File: src/rtl/div_wb_queue_pkg.sv
// Shared widths and the entry record for the divider writeback queue.
// The machine widths here stand in for the values normally taken from machine.vh.
package div_wb_queue_pkg;

   localparam int M_WIDTH        = 32;
   localparam int LG_ROB_ENTRIES = 6;
   localparam int LG_PRF_ENTRIES = 7;

   typedef struct packed {
      logic [M_WIDTH-1:0]        data;
      logic [LG_ROB_ENTRIES-1:0] robPtr;
      logic [LG_PRF_ENTRIES-1:0] prfPtr;
   } div_wb_entry_t;

endpackage

File: src/rtl/div_wb_queue.sv
// Result FIFO between the iterative divider and the shared writeback port.
// Issue credits cover queued and in-flight divides, so a finished result always has a slot.
module div_wb_queue
   import div_wb_queue_pkg::*;
#(
   parameter int LG_DEPTH = 2
) (
   input  logic                      clk,
   input  logic                      reset,
   input  logic                      div_start,
   input  logic                      div_complete,
   input  logic [M_WIDTH-1:0]        div_y,
   input  logic [LG_ROB_ENTRIES-1:0] div_rob_ptr,
   input  logic [LG_PRF_ENTRIES-1:0] div_prf_ptr,
   input  logic                      wb_slot_used,
   output logic                      can_start,
   output logic                      wb_valid,
   output logic [M_WIDTH-1:0]        wb_data,
   output logic [LG_ROB_ENTRIES-1:0] wb_rob_ptr,
   output logic [LG_PRF_ENTRIES-1:0] wb_prf_ptr,
   output logic [LG_DEPTH:0]         occupancy
);

   localparam int DEPTH = 1 << LG_DEPTH;
   localparam logic [LG_DEPTH:0]   DepthCount = (LG_DEPTH+1)'(DEPTH);
   localparam logic [LG_DEPTH+1:0] DepthExt   = (LG_DEPTH+2)'(DEPTH);

   div_wb_entry_t             entries_q [DEPTH];
   div_wb_entry_t             entries_d [DEPTH];
   logic [LG_DEPTH-1:0]       head_q, head_d;
   logic [LG_DEPTH-1:0]       tail_q, tail_d;
   logic [LG_DEPTH:0]         count_q, count_d;
   logic [LG_DEPTH:0]         inflight_q, inflight_d;
   logic [LG_DEPTH+1:0]       creditSum;
   logic                      wbFire;
   div_wb_entry_t             headEntry;

   // Next-state for storage, pointers and the credit counter; outputs come only from registers.
   always_comb begin
      entries_d  = entries_q;
      head_d     = head_q;
      tail_d     = tail_q;
      count_d    = count_q;
      inflight_d = inflight_q;

      wb_valid  = (count_q != '0);
      wbFire    = wb_valid && !wb_slot_used;
      headEntry = wb_valid ? entries_q[head_q] : '0;

      if (div_complete) begin
         entries_d[tail_q] = '{data: div_y, robPtr: div_rob_ptr, prfPtr: div_prf_ptr};
         tail_d = tail_q + LG_DEPTH'(1);
      end
      if (wbFire) begin
         head_d = head_q + LG_DEPTH'(1);
      end

      unique case ({div_complete, wbFire})
         2'b10:   count_d = count_q + (LG_DEPTH+1)'(1);
         2'b01:   count_d = count_q - (LG_DEPTH+1)'(1);
         default: count_d = count_q;
      endcase

      unique case ({div_start, div_complete})
         2'b10:   inflight_d = inflight_q + (LG_DEPTH+1)'(1);
         2'b01:   inflight_d = inflight_q - (LG_DEPTH+1)'(1);
         default: inflight_d = inflight_q;
      endcase

      creditSum  = {1'b0, count_q} + {1'b0, inflight_q};
      can_start  = (creditSum < DepthExt);
      wb_data    = headEntry.data;
      wb_rob_ptr = headEntry.robPtr;
      wb_prf_ptr = headEntry.prfPtr;
      occupancy  = count_q;
   end

   // All state clears on the shared synchronous reset, including the in-flight credits.
   always_ff @(posedge clk) begin
      if (reset) begin
         for (int i = 0; i < DEPTH; i++) begin
            entries_q[i] <= '0;
         end
         head_q     <= '0;
         tail_q     <= '0;
         count_q    <= '0;
         inflight_q <= '0;
      end else begin
         entries_q  <= entries_d;
         head_q     <= head_d;
         tail_q     <= tail_d;
         count_q    <= count_d;
         inflight_q <= inflight_d;
      end
   end

   // Protocol violations from the divider or issue logic; there is no recovery path.
   assert property (@(posedge clk) disable iff (reset)
      !(div_complete && (count_q == DepthCount) && !wbFire));
   assert property (@(posedge clk) disable iff (reset)
      !(div_start && !can_start));
   assert property (@(posedge clk) disable iff (reset)
      !(div_complete && (inflight_q == '0)));

endmodule

File: config.mk
export PLATFORM = sky130hd
export DESIGN_NAME = div_wb_queue
export DESIGN_NICKNAME = d
export VERILOG_FILES = /design/src/rtl/div_wb_queue_pkg.sv /design/src/rtl/div_wb_queue.sv
export SDC_FILE = /design/constraint.sdc
export NUM_CORES = 1
export LEC_CHECK = 0
export CORE_MARGIN = 2
export CORE_UTILIZATION = 38
export DETAILED_ROUTE_END_ITERATION = 8
export PLACE_DENSITY = 0.69
export SKIP_LAST_GASP = 1
export SLEW_MARGIN = 5
export SYNTH_ARGS = -nofsm -noshare
export SYNTH_HDL_FRONTEND = slang
export SYNTH_SLANG_ARGS = --single-unit
File: constraint.sdc
create_clock -name clk -period 2.85 [get_ports clk]
set_input_delay 0.57 -clock clk [delete_from_list [all_inputs] [get_ports clk]]
set_output_delay 0.57 -clock clk [all_outputs]
set_load 0.01 [all_outputs]
==> qor.yml <==
grt:
  met1_usage: 0.250
  grt_max_degree: 76
  grt_util_met3: 0.0354
  grt_pass1_vias: 6471
  grt_pass1_wl_mm: 33.9
  globalRouteOverflowTotal: 0
  grt_antenna_before_repair: 0
  grtUsageTotal: 0.193
  grtUsageMet2: 0.327
  grt.busiest_layer: "met2"
sta:
  hold_ws_ns: 0.453
  skew_ns: 0.0156
  timing.fmax_ghz: 0.360
  report.final.hold_viol_count: 0
  rsz0062_at_grt: "true"
  worst_slew_pin_slew_ns: 0.595
  period_needed_ns: 2.78
  timing.slew.headroom: 0.604
  fin_crit_sh: 0.975
  drv_slew: 0
  setup_violations: 0
cells_and_area:
  layout.nets: 1091
  synthToLayoutAreaGrowth_pct: 25.3
  mostFrequentLayoutCells: "nand2_1 (360), dfxtp_1 (188), a21oi_1 (186)"
  utilization: 0.485
  final_common_cell: "nand2_1"
  layout-drive-gt1-share: 0.114
  antenna_cells: 0
  layout.cells.non_filler: 1319
  fin_area_um2: 10200
floorplan:
  die_height_um: 150
  die_w_um: 150
  ios: 100
  dieArea_um2: 22500
  num_rows: 53
  coreArea_um2: 21000
  initial_core_util: 0.387
synthesis:
  syn_avg_cell_area_um2: 8.49
  seq_area_frac_synth: 0.469
  synth_xor_area_frac: 0.00540
  synthesis.nets: 1015
  synth-seq-cells: 190
  yosysTopAreaCellShare: 0.469
  yosysWarningCount: 0
  ys_types: 24
  yosys.area_share.simple: 0.217
  netlist.top_cell.by_area: "dfxtp_1"
  netlist_instances: 955
  synth_compound_area_frac: 0.117
  synth_top_family_by_area: "simple AND/OR/NAND/NOR gates"
  synth_mux_area_frac: 0.126
  synth_area_um2: 8110
  ys_top_cells_by_area: "dfxtp_1 (47%), nand2_1 (17%), mux4_2 (13%)"
  synthAdderAreaFrac: 0.0173
detailed_routing:
  vias: 6682
  drc: 0
  drt_iter0_markers: 469
  wl_mm: 21.0
  drt.antenna.violating_nets: 0
  first_pass_iters: 4
  wl_per_cell_um: 15.9
  drt-vias-per-instance: 5.07
setup_path:
  path_max_fanout: 11
  end_kind: "primary output"
  critPathKind: "reg -> out"
  cp.required_ns: 2.28
  cp.arrival_ns: 2.21
  crit_path_start_kind: "flip-flop"
clock_network:
  clk_latency_ns: 0.43
  cts-root-buf: "clkbuf_16"
  cts.clk_slew.worst_paths_ns: 0.06
  h-tree-depth: 4
  cts_max_path_buffers: 2
  cts_tree: "yes"
  cts.hold.buffers_added: 0
  cts_buffers: 17
  cts.sinks: 190
power_and_ir_drop:
  ir_drop_v: 0.000397
  power.density_nw_per_um2: 694
  power.total_mw: 7.05
  p_leak_nw: 3.45
run:
  drv_cap: 0
placed_design:
  gp_congestion: 0.724
  post-place-cells: 1281
  portBuffers: 99
  placed_area_um2: 9450
  hpwl_mm: 12.7
outcome:
  run_status: "finished clean"
worst_hold_path:
  hp-class: "reg -> reg"
==> worst max-delay path, stage by stage, from the launching register on <==
cell and delay (ns):
dfxtp_4 0.38, buf_12 0.12, buf_12 0.15, mux4_2 0.49, nor2b_1 0.16, clkdlybuf4s50_1 0.48
==> metrics by stage <==
step | worst slack (ns) | setup TNS (ns)
CTS | 0.00196 | 0
global route | -0.0110 | -0.0237
floorplan | 0.804 | 0
detailed placement | 0.329 | 0
global placement | 0.331 | 0
finish | 0.0716 | 0
==> sequential cells by signal (all words and copies together) (netlist names) <==
register    cells
occupancy       3
head_q          2
entries_q     180
inflight_q      3
tail_q          2
==> cells by family after synthesis <==
| family | Yosys count |
|---|---|
| fa+ha+maj | 10 |
| buf+inv | 84 |
| simple gates | 430 |
| flops | 190 |
| mux | 46 |
| compound gates | 190 |
| xor+xnor | 5 |
==> report_power, final <==
part,internal [mW],switching (mW),total [mW]
Combinational,0.821,0.914,1.73
Sequential,2.79,0.111,2.90
Clock,1.37,1.04,2.41
==> path summary, 6_finish.rpt <==
check	slack, ns	from	depth (start not counted)	end
max	0.07	head_q[1]$_SDFFE_PP0P_	5	wb_prf_ptr[5]
min	0.45	entries_q[136]$_SDFFE_PP0P_	2	entries_q[136]$_SDFFE_PP0P_
max reg2reg	0.69	occupancy[0]$_SDFFE_PP0P_	9	occupancy[2]$_SDFFE_PP0P_
min reg2reg	0.45	entries_q[136]$_SDFFE_PP0P_	2	entries_q[136]$_SDFFE_PP0P_
==> routing by layer <==
layer  wire (um)  up-vias
met2       10500      177
met3        1240       19
li1            -     3310
met1        9020     3176
met5           0        -
met4         227        0
==> Yosys cell counts, drive strengths merged <==
cell type and number:
a21oi 186, and2 4, and3 1, buf 33, clkbuf 40, dfxtp 190, fa 2, ha 8
inv 11, mux2i 1, mux4 45, nand2 364, nand2b 1, nor2 9, nor2b 45, nor3 1
nor4 1, o21ai 4, or3 4, xnor2 1, xor2 4
==> timing repair <==
item                       CTS  global route
setup endpoints to repair   32            28
resized for setup            0             5
gates cloned                 0             0
setup buffers                3             3
==> cell type report <==
type / instances / area (um^2)
inverter: 11 / 41.3
fill: 2048 / 10800
clock buffer: 21 / 470
clock inverter: 11 / 129
multi-input combinational: 681 / 3940
sequential: 190 / 3810
timing repair buffer: 130 / 1430
tap: 275 / 344
Power figures use the tool's default switching activity.
